File: src/rtl/msg_pkg.sv
// -----------------------------------------------------------------------------
// msg_pkg -- shared constants and types for the message scroller.
//   MSG_LEN     : number of characters in the stored message
//   MSG_TEXT    : the message; the first character sits in the top byte
//   ASCII_SPACE : fill character for blank window positions
//   state_t     : scroller states
//   msg_char()  : character lookup with blank fill past the end of the message
// -----------------------------------------------------------------------------
package msg_pkg;

  localparam int MSG_LEN = 16;
  localparam logic [8*MSG_LEN-1:0] MSG_TEXT = "HAPPY VDAY <3 :)";
  localparam logic [7:0] ASCII_SPACE = 8'h20;
  localparam int SEL_W = $clog2(8 * MSG_LEN);

  typedef enum logic [1:0] {
    ST_IDLE   = 2'd0,
    ST_SCROLL = 2'd1,
    ST_HOLD   = 2'd2
  } state_t;

  // Character idx of the message; anything outside the message reads as a space.
  // A string literal packs its first character into the most significant byte.
  function automatic logic [7:0] msg_char(input int idx);
    logic [SEL_W-1:0] lo;
    logic [7:0]       ch;
    if ((idx >= 0) && (idx < MSG_LEN)) begin
      lo = SEL_W'(8 * (MSG_LEN - 1 - idx));
      ch = MSG_TEXT[lo +: 8];
    end else begin
      ch = ASCII_SPACE;
    end
    return ch;
  endfunction

endpackage

File: src/rtl/msg_rom.sv
// -----------------------------------------------------------------------------
// msg_rom -- combinational read of WIN consecutive message characters.
//   Parameters: WIN   (characters read), POS_W (width of the base address)
//   base  in   POS_W  : index of the leftmost character
//   chars out  8*WIN  : byte i (bits 8i+7:8i) = message[base+i], or a space
//                       when base+i is past the end of the message
// -----------------------------------------------------------------------------
module msg_rom
  import msg_pkg::*;
#(
  parameter int WIN   = 4,
  parameter int POS_W = 4
) (
  input  logic [POS_W-1:0] base,
  output logic [8*WIN-1:0] chars
);

  // Gather the window one byte at a time.
  always_comb begin
    chars = {WIN{ASCII_SPACE}};
    for (int i = 0; i < WIN; i++) begin
      chars[8*i +: 8] = msg_char(int'(base) + i);
    end
  end

endmodule

File: src/rtl/msg_scroller.sv
// -----------------------------------------------------------------------------
// msg_scroller -- scrolls the message from msg_pkg through a WIN-character
// window, one position per tick, then holds the final window for HOLD_TICKS
// ticks and pulses done.
//   Parameters: WIN (window characters), HOLD_TICKS (1..255)
//   clk_in    in   1      : clock, rising edge
//   reset     in   1      : synchronous active-high reset
//   tick      in   1      : single-cycle step pulse
//   start     in   1      : begin a pass (only while idle)
//   pause     in   1      : freeze all state while high
//   win_chars out  8*WIN  : registered window, byte 0 = leftmost character
//   busy      out  1      : scrolling or holding
//   done      out  1      : one-cycle pulse at the end of the hold period
// Configuration macro MSG_SCROLLER_LOOP_EN: when defined the pass restarts
// automatically after the hold; otherwise the block returns to idle.
// -----------------------------------------------------------------------------
module msg_scroller
  import msg_pkg::*;
#(
  parameter int WIN        = 4,
  parameter int HOLD_TICKS = 8
) (
  input  logic             clk_in,
  input  logic             reset,
  input  logic             tick,
  input  logic             start,
  input  logic             pause,
  output logic [8*WIN-1:0] win_chars,
  output logic             busy,
  output logic             done
);

  localparam int POS_W = (MSG_LEN > 1) ? $clog2(MSG_LEN) : 1;
  localparam logic [POS_W-1:0] LAST_POS  = POS_W'(MSG_LEN - WIN);
  localparam logic [7:0]       HOLD_LAST = 8'(HOLD_TICKS - 1);

  generate
    if ((MSG_LEN < WIN) || (HOLD_TICKS < 1) || (HOLD_TICKS > 255)) begin : g_bad_cfg
      $error("msg_scroller: illegal WIN/HOLD_TICKS configuration");
    end
  endgenerate

  state_t           state;
  state_t           state_nxt;
  logic [POS_W-1:0] pos;
  logic [POS_W-1:0] pos_nxt;
  logic [7:0]       hold_cnt;
  logic [7:0]       hold_nxt;
  logic             done_nxt;
  logic [8*WIN-1:0] rom_chars;

  // The ROM is addressed with the next position so the window register
  // changes on the same edge as pos.
  msg_rom #(
    .WIN   (WIN),
    .POS_W (POS_W)
  ) u_rom (
    .base  (pos_nxt),
    .chars (rom_chars)
  );

  // Next-state logic; pause holds everything and suppresses done.
  always_comb begin
    state_nxt = state;
    pos_nxt   = pos;
    hold_nxt  = hold_cnt;
    done_nxt  = 1'b0;
    if (pause) begin
      done_nxt = 1'b0;
    end else begin
      case (state)
        ST_IDLE: begin
          if (start) begin
            state_nxt = ST_SCROLL;
            pos_nxt   = '0;
            hold_nxt  = 8'd0;
          end else begin
            state_nxt = ST_IDLE;
          end
        end
        ST_SCROLL: begin
          if (tick) begin
            // The last window stays in place; the tick that finds it moves to HOLD.
            if (pos == LAST_POS) begin
              state_nxt = ST_HOLD;
              hold_nxt  = 8'd0;
            end else begin
              pos_nxt = pos + 1'b1;
            end
          end else begin
            state_nxt = ST_SCROLL;
          end
        end
        ST_HOLD: begin
          if (tick) begin
            if (hold_cnt == HOLD_LAST) begin
              done_nxt = 1'b1;
              hold_nxt = 8'd0;
              pos_nxt  = '0;
`ifdef MSG_SCROLLER_LOOP_EN
              state_nxt = ST_SCROLL;
`else
              state_nxt = ST_IDLE;
`endif
            end else begin
              hold_nxt = hold_cnt + 8'd1;
            end
          end else begin
            state_nxt = ST_HOLD;
          end
        end
        default: begin
          state_nxt = ST_IDLE;
          pos_nxt   = '0;
          hold_nxt  = 8'd0;
        end
      endcase
    end
  end

  // State and output registers; reset overrides every other input.
  always_ff @(posedge clk_in) begin
    if (reset) begin
      state     <= ST_IDLE;
      pos       <= '0;
      hold_cnt  <= 8'd0;
      win_chars <= {WIN{ASCII_SPACE}};
      busy      <= 1'b0;
      done      <= 1'b0;
    end else begin
      state     <= state_nxt;
      pos       <= pos_nxt;
      hold_cnt  <= hold_nxt;
      win_chars <= (state_nxt == ST_IDLE) ? {WIN{ASCII_SPACE}} : rom_chars;
      busy      <= (state_nxt != ST_IDLE);
      done      <= done_nxt;
    end
  end

endmodule

File: config.mk
export PLATFORM = sky130hd
export DESIGN_NAME = msg_scroller
export DESIGN_NICKNAME = d
export VERILOG_FILES = /design/src/rtl/msg_pkg.sv /design/src/rtl/msg_rom.sv /design/src/rtl/msg_scroller.sv
export SDC_FILE = /design/constraint.sdc
export NUM_CORES = 1
export LEC_CHECK = 0
export ABC_AREA = 1
export CELL_PAD_IN_SITES_DETAIL_PLACEMENT = 0
export CELL_PAD_IN_SITES_GLOBAL_PLACEMENT = 1
export CORE_UTILIZATION = 30
export CTS_BUF_LIST = sky130_fd_sc_hd__clkbuf_4 sky130_fd_sc_hd__clkbuf_8
export DETAILED_ROUTE_END_ITERATION = 16
export GPL_TIMING_DRIVEN = 0
export PLACE_DENSITY = 0.68
export RECOVER_POWER = 25
export SLEW_MARGIN = 20
export SYNTH_ARGS = -nofsm -noshare
export SYNTH_HDL_FRONTEND = slang
export SYNTH_SLANG_ARGS = --single-unit
File: constraint.sdc
create_clock -name clk_in -period 5.6 [get_ports clk_in]
set_input_delay 0.84 -clock clk_in [delete_from_list [all_inputs] [get_ports clk_in]]
set_output_delay 0.84 -clock clk_in [all_outputs]
set_load 0.01 [all_outputs]
=== Yosys cells after proc, flatten, opt, wreduce, memory -nomap -nowiden ===
Index checks and enable logic that the tools add are counted.

* Bits in registers: 48
* Input bits: 5
* Output and inout port bits: 34
* Word-level logic and storage cells: 79

* Add/subtract/negate cells: 9
* Magnitude comparators: 8
* Equal/unequal tests: 8
* Shift-type cells: 4
* Multiplexer cells: 21
* Bitwise operators: 7
* Reductions and logical operators: 13

{| class="wikitable"
|+ Operator list
! kind !! count
|-
| $shiftx A128 B8 Y8 const A || 4
|-
| $mux W8 || 5
|-
| $mux W4 || 6
|-
| $pmux W8 S3 || 1
|-
| $ge A5 B1 Y1 const B || 3
|-
| $lt A5 B5 Y1 const B || 3
|-
| $pmux W4 S3 || 1
|-
| $reduce_or A3 Y1 || 4
|-
| $sub A1 B4 Y4 const A || 3
|-
| $add A4 B2 Y5 const B || 2
|-
| $mux W2 || 5
|-
| $add A8 B1 Y8 const B || 1
|-
| $eq A8 B3 Y1 const B || 1
|-
| $ne A2 B2 Y1 const B || 4
|-
| $not A1 Y1 || 7
|-
| $pmux W2 S3 || 1
|-
| $add A4 B1 Y5 const B || 1
|-
| $lt A4 B5 Y1 const B || 1
|-
| $reduce_and A5 Y1 || 1
|-
| $add A4 B1 Y4 const B || 1
|-
| $eq A4 B4 Y1 const B || 1
|-
| $ge A4 B1 Y1 const B || 1
|-
| $logic_and A1 B1 Y1 || 4
|-
| $logic_not A2 Y1 || 2
|-
| other kinds (6) || 7
|}

=== Depth between registers and ports, before layout ===
Gate-level depths: netlist of the first run.

* Depth in word-level cells: 10
* Gate-level depth with buffers: 18
* Gate-level depth less buffers: 18

=== By module ===
Synthesis of the first run repeated with hierarchy kept, for this count alone.

* Cells, all modules: 410
* Area, all modules: 3000.4 um^2

{| class="wikitable"
|+ Modules (own cells, without submodules)
! module !! instances !! cells each !! area each (um^2) !! seq. area each (um^2)
|-
| msg_scroller || 1 || 225 || 2053.2 || 960.9
|-
| msg_rom || 1 || 185 || 947.2 || 0.0
|}

=== Worst setup path before layout of the first run ===
No wires, ideal clock.

* Path kind: input to register
* From: input port pause
* To: register win_chars[28]
* Setup time: 0.113 ns
* Data arrival time: 2.782 ns
* Data required time: 5.487 ns
* Slack: 2.706 ns
* Stages on the path: 13
* Buffers on the path: 1
* Path through: clkbuf_1 > inv_1 > nand2_1 > nand2_1 > inv_1 > ha_1 > inv_1 > nand3_1 > nand2_1 > ha_1 > nand2_1 > nand2_1 > nor2_1

* Word-level cells in the longest chain between the ends: 6
* Elaborated cells on any way between the ends: 11
* Classes of those cells: add/sub (2); order compare (2); shift (1); mux (2); bitwise (1); reduce/logical (3)

{| class="wikitable"
|+ Ends and longest elaborated chain
! what !! line !! source
|-
| start, declared || msg_scroller.sv:27 || <nowiki>input logic pause,</nowiki>
|-
| $mux W4 * || msg_scroller.sv:68 || <nowiki>if (pause) begin</nowiki>
|-
| named net pos_nxt[1] || msg_scroller.sv:46 || <nowiki>logic [POS_W-1:0] pos_nxt;</nowiki>
|-
| $add A4 B2 Y5 * || msg_rom.sv:22 || <nowiki>chars[8*i +: 8] = msg_char(int'(base) + i);</nowiki>
|-
| branches (longest 4 deep; another with $sub A1 B4 Y4) || n/a ||
|-
| end signal, assigned || msg_scroller.sv:127 || <nowiki>win_chars <= {WIN{ASCII_SPACE}};</nowiki>
|-
| end signal, assigned || msg_scroller.sv:134 || <nowiki>win_chars <= (state_nxt == ST_IDLE) ? {WIN{ASCII_SPACE}} : rom_chars;</nowiki>
|-
| end, declared || msg_scroller.sv:28 || <nowiki>output logic [8*WIN-1:0] win_chars,</nowiki>
|}

Mark *: on every way through the listed nets, which the timed path passes.
A chain may end at the register's enable or synchronous reset.

=== Worst setup path in the final report of the first run ===
* From: input port tick
* To: register win_chars[28]

* Word-level cells in the longest chain between the ends: 8
* Elaborated cells on any way between the ends: 17
* Classes of those cells: add/sub (2); order compare (2); shift (1); mux (8); bitwise (1); reduce/logical (3)

{| class="wikitable"
|+ Ends and longest elaborated chain
! what !! line !! source
|-
| start, declared || msg_scroller.sv:25 || <nowiki>input logic tick,</nowiki>
|-
| $mux W4, on equally long branches || msg_scroller.sv:95, msg_scroller.sv:82 ||
|-
| $pmux W4 S3 * || msg_scroller.sv:71 || <nowiki>case (state)</nowiki>
|-
| $mux W4 * || msg_scroller.sv:68 ||
|-
| named net pos_nxt[1] || msg_scroller.sv:46 ||
|-
| $add A4 B2 Y5 * || msg_rom.sv:22 ||
|-
| branches (longest 4 deep; another with $sub A1 B4 Y4) || n/a ||
|}

Marked as above.

==> out/results.tsv, run 1 <==
stage	metric	value	unit
synthesis	ys_top_cells_by_count	111 x nand2_1, 49 x nor2_1, 44 x dfxtp_1	
critical_path	worstPathMaxFanout	14	
die	start_util	31.4	%
placed_design	pre_cts_ws	1.56	ns
sta	slew_violations	0	
sta	fmax	254	MHz
synthesis	yosysUniqueCellTypes	32	
sta	layout_setup_ws	1.66	ns
detailed_routing	drcViolationCount	1	
critical_path	r2r-end	win_chars[28]	
detailed_routing	via_per_inst	4.60	
power_and_ir_drop	swShare	30.3	%
placed_design	port_buffers	33	
sta	max-slew-margin-rel	57.2	%
global_routing	grtUsageMet3	2.29	%
synthesis	synthFlopType	dfxtp_1	
die	fp.dieW	98.2	µm
die	fp.coreArea	8850	µm²
sta	finalCriticalPeriod	3.94	ns
critical_path	r2r_cells	17	
sta	fin_tns_setup	0	ns
global_routing	grt_start_max_net_pins	15	
cts	cts_resized	0	
hold_path	hold_end	hold_cnt[2]	
synthesis	ys_warn_count	0	
status	violations	design-rule violations	
cts	postCtsSetupBuffers	0	
detailed_routing	drt_iter0_markers	72	
placed_design	finalWeightedCongestion	0.854	
die	dieArea	9640	µm²
cts	cts_buffers	5	
final_layout	num_antenna_cells	0	
critical_path	worstPathArrival	4.14	ns
cts	h-tree-depth	2	
hold_path	hold_path_class	reg2reg	
cts	clkTransAtPathRegs	0.09	ns
placed_design	hpwl	5250	µm
die	rows	34	
hold_path	hp-start	hold_cnt[2]	
detailed_routing	wl_per_cell	12.7	µm
critical_path	critPathLaunchType	input pin	
sta	final_hold_viol_count	0	
critical_path	end_kind	register	
cts	cts_sinks	44	
power_and_ir_drop	ir_worst_vdd	0.0773	mV
synthesis	synth_most_common_cell	nand2_1	
cts	cts_root_buf	clkbuf_8	
global_routing	met2_usage	27.2	%
synthesis	synth_edf_count	0	
detailed_routing	via_count	2537	
critical_path	crit_type	in2reg	
flow_run	maxCapViolations	0	
sta	rsz0062_at_grt	false	
die	die_h	98.2	µm
power_and_ir_drop	power.share.sequential	47.7	%
critical_path	rrSetupSlack	2.25	ns
power_and_ir_drop	share_comb_of_total_power	20.7	%
sta	timing.hold.ws	0.538	ns
sta	setup_viol	0	
power_and_ir_drop	intPower	0.484	mW
power_and_ir_drop	pwr-share-clk	31.6	%
global_routing	grt_busiest_layer	met2	
synthesis	ys_async_sr_fraction	0	%
detailed_routing	drtAntennaViolNets	0	
synthesis	netlist_instances	399	
global_routing	grt_pass1_vias	2517	
synthesis	yosysTopAreaCellShare	31.7	%
power_and_ir_drop	net-switching-power	0.210	mW
synthesis	ys_top_cells_by_area	dfxtp_1 32%, nand2_1 15%, ha_1 9.9%	
global_routing	grt_first_pass_wirelength	12000	µm
final_layout	fin_nets	469	
detailed_routing	wl	7010	µm
final_layout	area_growth	20.6	%
hold_path	min_path_cells	2	
synthesis	syn_area	2780	µm²
cts	cts_tree	built	
sta	worst_pin_slew	0.639	ns
cts	clk-insertion-delay-late	0.31	ns
global_routing	antenna_found_initial	0	
synthesis	yosysTopAreaCell	dfxtp_1	
global_routing	grt.total_usage	15.6	%
synthesis	ys_seq_area_share	31.7	%
sta	fin_skew	0.00614	ns
power_and_ir_drop	leakage	1.59	nW
final_layout	drive_gt1_share	13.3	%
synthesis	avgSynthCellArea	6.96	µm²
critical_path	cp.required	5.80	ns
cts	holdBufCountCts	0	
placed_design	placed_area	3250	µm²
detailed_routing	firstDrtPassIters	12	
global_routing	use_met1	19.7	%
die	top_level_ports	39	
status	status	finished with violations	
global_routing	overflow	0	
power_and_ir_drop	power.total	0.695	mW
cts	cts_max_path_buffers	2	
sta	fin_crit_sh	70.3	%
final_layout	final_area	3350	µm²
critical_path	r2r_start	pos[0]	
power_and_ir_drop	power-per-cell-area	208	nW/µm²
synthesis	ys_ff_latch	44	
[cell families after synthesis]
kind of cell	synth area share (%)
xor+xnor	0.947
buf+inv	8.43
compound gates	7.71
flops	31.7
fa+ha+maj	9.92
simple gates	41.1
other cells	0.135
[stage by stage]
step	utilization (%)	std cells
after floorplan	-	402
after global placement	36.8	543
after detailed placement	36.8	543
after CTS	37.9	551
after global routing	37.8	551
final	37.8	551
[layout by cell type (no fill, tap or decap), drive strengths merged, types with 2 or more instances in the layout]
| cell | instances |
|---|---|
| xor2 | 2 |
| nor2 | 51 |
| o21ai | 13 |
| dfxtp | 44 |
| clkbuf | 9 |
| clkdlybuf4s50 | 16 |
| o211ai | 2 |
| dlygate4sd3 | 17 |
| a21boi | 2 |
| nand3 | 39 |
| nand4 | 4 |
| conb | 4 |
| nor3b | 3 |
| buf | 7 |
| a21oi | 17 |
| inv | 41 |
| ha | 22 |
| nor3 | 6 |
| nand2 | 138 |
[layer usage]
metal  vias to the layer above  wire, µm
met2                        38      3250
met1                      1150      3460
li1                       1341         -
met4                         0        87
met5                         -         0
met3                         8       216
[area by class of cell]
cell class	count	area (µm²)
plain buffers	9	65.1
clock buffers	7	90.1
clock inverters	1	7.51
fillers	956	5500
inverters	42	165
multi-input cells	307	1670
flip-flops and latches	44	881
well taps	108	135
repair buffers	33	330
[critical path, cell delays in order]
cell,delay [ns]
clkdlybuf4s50_1,0.51
clkbuf_1,0.35
o21ai_0,0.16
nand2_1,0.08
nand3_1,0.07
nand2_1,0.08
nand2_1,0.35
inv_1,0.44
ha_1,0.44
inv_1,0.14
nand3_1,0.15
nand2_1,0.11
ha_1,0.28
nand2_1,0.05
nand2_1,0.06
nor2_1,0.04
[power groups by stage]
stage          Combinational, mW  Clock, mW  Sequential, mW
3_3_place_gp               0.147          0           0.339
3_5_place_dp               0.146          0           0.339
5_1_grt                    0.163      0.238           0.333
4_1_cts                    0.147      0.229           0.332
2_1_floorplan             0.0930          0           0.344
6_report                   0.143      0.220           0.331
[flip-flops by register name, indices dropped and copies added, names as in the netlist]
register   count
win_chars     28
busy           1
state          2
hold_cnt       8
done           1
pos            4
[worst max-delay path by stage]
stage	from	end	slack, ns
2_1_floorplan	pause	win_chars[28]	2.71
3_3_place_gp	tick	win_chars[28]	1.57
3_5_place_dp	tick	win_chars[28]	1.56
4_1_cts	tick	win_chars[28]	1.87
5_1_grt	tick	win_chars[28]	1.23
6_report	tick	win_chars[28]	1.66
No activity file was read; power rests on OpenSTA's default activity.
==> inputs of run 2 (changes only) <==
==> constraint.sdc (replaced) <==
create_clock -name clk_in -period 3.8 [get_ports clk_in]
set_input_delay 0.57 -clock clk_in [delete_from_list [all_inputs] [get_ports clk_in]]
set_output_delay 0.57 -clock clk_in [all_outputs]
set_load 0.01 [all_outputs]
==> out/results.tsv, run 2 (synthesis results as in run 1) <==
stage	metric	value	unit
sta	fin_skew	0.00659	ns
cts	cts_buffers	5	
cts	cts_max_path_buffers	2	
critical_path	critPathLaunchType	input pin	
final_layout	area_growth	20.9	%
final_layout	fin_nets	469	
hold_path	hold_end	hold_cnt[2]	
critical_path	cp_slowest_stage_delay	0.58	ns
detailed_routing	wl	7000	µm
sta	slew_violations	0	
critical_path	crit_top_cell	nand2_1	
cts	holdBufCountCts	0	
critical_path	cp_num_buf_inv	3	
detailed_routing	via_count	2534	
sta	max-slew-margin-rel	56.7	%
die	rows	34	
critical_path	rrSetupSlack	0.58	ns
cts	clk-insertion-delay-late	0.30	ns
power_and_ir_drop	power-per-cell-area	305	nW/µm²
detailed_routing	drt_iter0_markers	79	
sta	fmax	306	MHz
critical_path	critPathTopFamily	buffers and inverters	
die	start_util	31.4	%
final_layout	final_common_cell	nand2_1	
final_layout	largest_register_ffs	28	
critical_path	r2r_cells	15	
critical_path	crit_cells	14	
global_routing	overflow	0	
flow_run	maxCapViolations	0	
power_and_ir_drop	leakage	1.59	nW
final_layout	final_cell_mix	110 x nand2_1, 49 x nor2_1, 44 x dfxtp_1	
power_and_ir_drop	power.total	1.02	mW
sta	finalCriticalPeriod	3.26	ns
hold_path	hold_path_class	reg2reg	
critical_path	r2r-end	win_chars[28]	
die	dieArea	9640	µm²
final_layout	regMostFlops	win_chars	
critical_path	r2r_start	pos[0]	
detailed_routing	via_per_inst	4.60	
cts	cts_root_buf	clkbuf_8	
placed_design	finalWeightedCongestion	0.854	
placed_design	hpwl	5250	µm
cts	postCtsSetupBuffers	0	
global_routing	antenna_found_initial	0	
critical_path	crit_type	in2reg	
cts	h-tree-depth	2	
global_routing	grt.total_usage	15.6	%
die	die_h	98.2	µm
placed_design	placed_cells	543	
final_layout	utilization	37.9	%
sta	fin_tns_setup	0	ns
critical_path	path_cells	clkdlybuf4s50_1, buf_4, nand3_1, nand2_1, nand4_1, a21boi_2, ha_1, inv_1, nand3_1, nand2_1, ha_1, nand2_1, nand2_1, nor2_1	
critical_path	worstPathMaxFanout	12	
placed_design	port_buffers	33	
critical_path	cp.required	4.00	ns
status	status	complete, no violations	
global_routing	grt_pass1_vias	2517	
sta	rsz0062_at_grt	false	
final_layout	largestRegisters	win_chars: 28 flops, hold_cnt: 8 flops, pos: 4 flops	
sta	timing.hold.ws	0.538	ns
sta	final_hold_viol_count	0	
sta	fin_crit_sh	85.9	%
sta	setup_viol	0	
detailed_routing	drtAntennaViolNets	0	
hold_path	min_path_cells	2	
final_layout	instances_no_fill	551	
hold_path	hp-start	hold_cnt[2]	
global_routing	grt_start_max_net_pins	15	
cts	cts_resized	0	
cts	cts_sinks	44	
cts	cts_tree	built	
critical_path	worstPathArrival	3.46	ns
power_and_ir_drop	ir_worst_vdd	0.114	mV
cts	clkTransAtPathRegs	0.09	ns
detailed_routing	wl_per_cell	12.7	µm
critical_path	critical-path-slowest-cell	a21boi_2	
die	fp.dieW	98.2	µm
final_layout	num_antenna_cells	0	
detailed_routing	drcViolationCount	0	
global_routing	grt_first_pass_wirelength	12000	µm
final_layout	drive_gt1_share	14.0	%
detailed_routing	firstDrtPassIters	6	
die	top_level_ports	39	
critical_path	end_kind	register	
die	fp.coreArea	8850	µm²
sta	worst_pin_slew	0.646	ns
## run 2: cell count changes in the layout (fill, tap and decap cells not counted)
cell,change
inv_1,-1
clkbuf_1,-1
nand2_1,-1
buf_4,+1
nand2_2,+1
clkinvlp_4,+1
## run 2: layout make-up
type | count | area [µm²]
fillers | 955 | 5490
multi-input cells | 307 | 1670
flip-flops and latches | 44 | 881
repair buffers | 33 | 330
inverters | 42 | 169
well taps | 108 | 135
clock buffers | 7 | 90.1
plain buffers | 9 | 68.8
clock inverters | 1 | 7.51
## run 2: power by group
group	total, mW	internal [mW]	switching [mW]
clock	0.322	0.155	0.167
combinational	0.212	0.0790	0.133
sequential	0.488	0.480	0.00832
## run 2: through the flow
step / setup WS [ns] / cell area (µm²)
2_1_floorplan: 1.18 / 2790
3_3_place_gp: 0.0352 / 3250
3_5_place_dp: 0.0261 / 3250
4_1_cts: 0.342 / 3350
5_1_grt: 0.190 / 3360
6_report: 0.537 / 3360
## run 2: how the worst max path moves through the flow
stage,startpoint,to,slack [ns]
after floorplan,pause,win_chars[28],1.18
after global placement,tick,win_chars[28],0.04
after detailed placement,tick,win_chars[28],0.03
after CTS,tick,win_chars[28],0.34
after global routing,tick,win_chars[28],0.19
final,tick,win_chars[28],0.54
## run 2: worst reg2reg max path: stages, from the launching register on
cell,delay (ns)
dfxtp_1,0.43
inv_1,0.11
ha_1,0.22
nand3_1,0.16
nand3_1,0.09
nand2_1,0.07
nand4_1,0.16
a21boi_2,0.58
ha_1,0.48
inv_1,0.15
nand3_1,0.16
nand2_1,0.11
ha_1,0.28
nand2_1,0.05
nand2_1,0.06
nor2_1,0.04
## run 2: per-layer routing
layer / GRT usage, % / vias to the layer above / wire, µm
li1: - / 1341 / -
met3: 2.29 / 5 / 243
met4: 4.82 / 0 / 49
met1: 19.7 / 1148 / 3470
met2: 27.2 / 40 / 3240
met5: 0 / - / 0
==> inputs of run 3 (changes only) <==
--- a/config.mk
+++ b/config.mk
@@ -8,11 +8,11 @@
 export ABC_AREA = 1
 export CELL_PAD_IN_SITES_DETAIL_PLACEMENT = 0
 export CELL_PAD_IN_SITES_GLOBAL_PLACEMENT = 1
-export CORE_UTILIZATION = 30
+export CORE_UTILIZATION = 32
 export CTS_BUF_LIST = sky130_fd_sc_hd__clkbuf_4 sky130_fd_sc_hd__clkbuf_8
 export DETAILED_ROUTE_END_ITERATION = 16
 export GPL_TIMING_DRIVEN = 0
-export PLACE_DENSITY = 0.68
+export PLACE_DENSITY = 0.71
 export RECOVER_POWER = 25
 export SLEW_MARGIN = 20
 export SYNTH_ARGS = -nofsm -noshare
==> out/results.tsv, run 3 (synthesis results as in run 1) <==
stage	metric	value	unit
die	start_util	33.4	%
power_and_ir_drop	power-per-cell-area	301	nW/µm²
critical_path	r2r_start	pos[0]	
placed_design	placed_cells	540	
hold_path	hold_end	hold_cnt[2]	
global_routing	grt_pass1_vias	2428	
final_layout	fin_nets	469	
detailed_routing	drcViolationCount	0	
final_layout	drive_gt1_share	14.0	%
critical_path	critPathLaunchType	input pin	
final_layout	area_growth	20.8	%
critical_path	end_kind	register	
placed_design	pre_cts_ws	-0.00609	ns
placed_design	finalWeightedCongestion	0.847	
sta	fin_tns_setup	0	ns
cts	clkTransAtPathRegs	0.08	ns
sta	max-slew-margin-rel	51.6	%
detailed_routing	via_count	2490	
final_layout	largest_register_ffs	28	
power_and_ir_drop	leakage	1.58	nW
detailed_routing	firstDrtPassIters	4	
status	status	complete, no violations	
sta	fin_skew	0.00634	ns
sta	fin_crit_sh	88.7	%
global_routing	antenna_found_initial	0	
cts	clk-insertion-delay-late	0.29	ns
cts	cts_tree	built	
sta	setup_viol	0	
sta	timing.hold.ws	0.517	ns
final_layout	largestRegisters	win_chars: 28 flops, hold_cnt: 8 flops, pos: 4 flops	
detailed_routing	wl	6830	µm
sta	rsz0062_at_grt	false	
hold_path	min_path_cells	2	
critical_path	worstPathArrival	3.60	ns
global_routing	grt.total_usage	16.7	%
sta	layout_setup_ws	0.431	ns
critical_path	cp.required	4.03	ns
hold_path	hold_path_class	reg2reg	
cts	cts_root_buf	clkbuf_8	
final_layout	nFillCells	883	
sta	worst_pin_slew	0.721	ns
global_routing	grt_first_pass_wirelength	11600	µm
power_and_ir_drop	ir_worst_vdd	0.135	mV
detailed_routing	wl_per_cell	12.5	µm
die	die_h	95.1	µm
cts	cts_sinks	44	
die	fp.dieW	95.1	µm
cts	cts_buffers	5	
cts	postCtsSetupBuffers	0	
final_layout	instances_no_fill	548	
sta	slew_violations	0	
final_layout	regMostFlops	win_chars	
cts	cts_max_path_buffers	2	
detailed_routing	via_per_inst	4.54	
die	fp.coreArea	8300	µm²
die	rows	33	
final_layout	final_common_cell	nand2_1	
hold_path	hp-start	hold_cnt[2]	
critical_path	r2r_cells	15	
critical_path	worstPathMaxFanout	12	
global_routing	overflow	0	
sta	fmax	297	MHz
critical_path	crit_type	in2reg	
cts	h-tree-depth	2	
sta	final_hold_viol_count	0	
placed_design	port_buffers	33	
flow_run	maxCapViolations	0	
final_layout	final_cell_mix	110 x nand2_1, 49 x nor2_1, 44 x dfxtp_1	
detailed_routing	drt_iter0_markers	117	
final_layout	num_antenna_cells	0	
global_routing	grt_start_max_net_pins	15	
cts	cts_resized	0	
detailed_routing	drtAntennaViolNets	0	
critical_path	r2r-end	win_chars[28]	
die	dieArea	9050	µm²
critical_path	rrSetupSlack	0.49	ns
cts	holdBufCountCts	0	
placed_design	hpwl	5190	µm
die	top_level_ports	39	
sta	finalCriticalPeriod	3.37	ns
## run 3: cell counts in the layout (fill, tap and decap cells not counted)
Identical to the previous run, type by type.
## run 3: worst max path at each step
stage,start,to,slack [ns],cells after the start
final,tick,win_chars[28],0.43,14
after global routing,pos[0],win_chars[28],0.18,15
after CTS,tick,win_chars[28],0.28,16
after detailed placement,tick,win_chars[28],-0.006,16
after global placement,tick,win_chars[28],0.03,16
after floorplan,pause,win_chars[28],1.18,13
## run 3: critical path, stage by stage
cell	delay (ns)
clkdlybuf4s50_1	0.53
buf_4	0.18
nand3_1	0.09
nand2_1	0.07
nand4_1	0.16
a21boi_2	0.63
ha_1	0.49
inv_1	0.15
nand3_1	0.15
nand2_1	0.10
ha_1	0.29
nand2_1	0.07
nand2_1	0.04
nor2_1	0.08
## run 3: final cells by class
type,instances,area (µm²),share of cell area [%]
buffer,9,68.8,2.05
tap,105,131,3.92
clock inverter,1,7.51,0.224
sequential,44,881,26.3
timing repair buffer,33,330,9.85
clock buffer,7,90.1,2.69
inverter,42,169,5.04
multi-input combinational,307,1670,49.9
## run 3: stage by stage
| stage | utilization [%] | power [mW] | cell area [µm²] |
|---|---|---|---|
| after floorplan | - | 0.644 | 2790 |
| after global placement | 39.1 | 0.716 | 3250 |
| after detailed placement | 39.1 | 0.715 | 3250 |
| after CTS | 40.3 | 1.03 | 3350 |
| after global routing | 40.4 | 1.08 | 3350 |
| final | 40.4 | 1.01 | 3350 |
## run 3: where the power goes
part | switching, mW | leakage [nW] | internal (mW)
sequential | 0.00832 | 0.358 | 0.480
combinational | 0.132 | 1.18 | 0.0789
clock | 0.155 | 0.0479 | 0.155
## run 3: routing by layer
layer,GRT usage (%),vias up,routed length [µm]
li1,-,1346,-
met1,22.5,1108,3490
met2,26.9,27,3010
met3,2.79,9,217
met4,5.68,0,113
met5,0,-,0
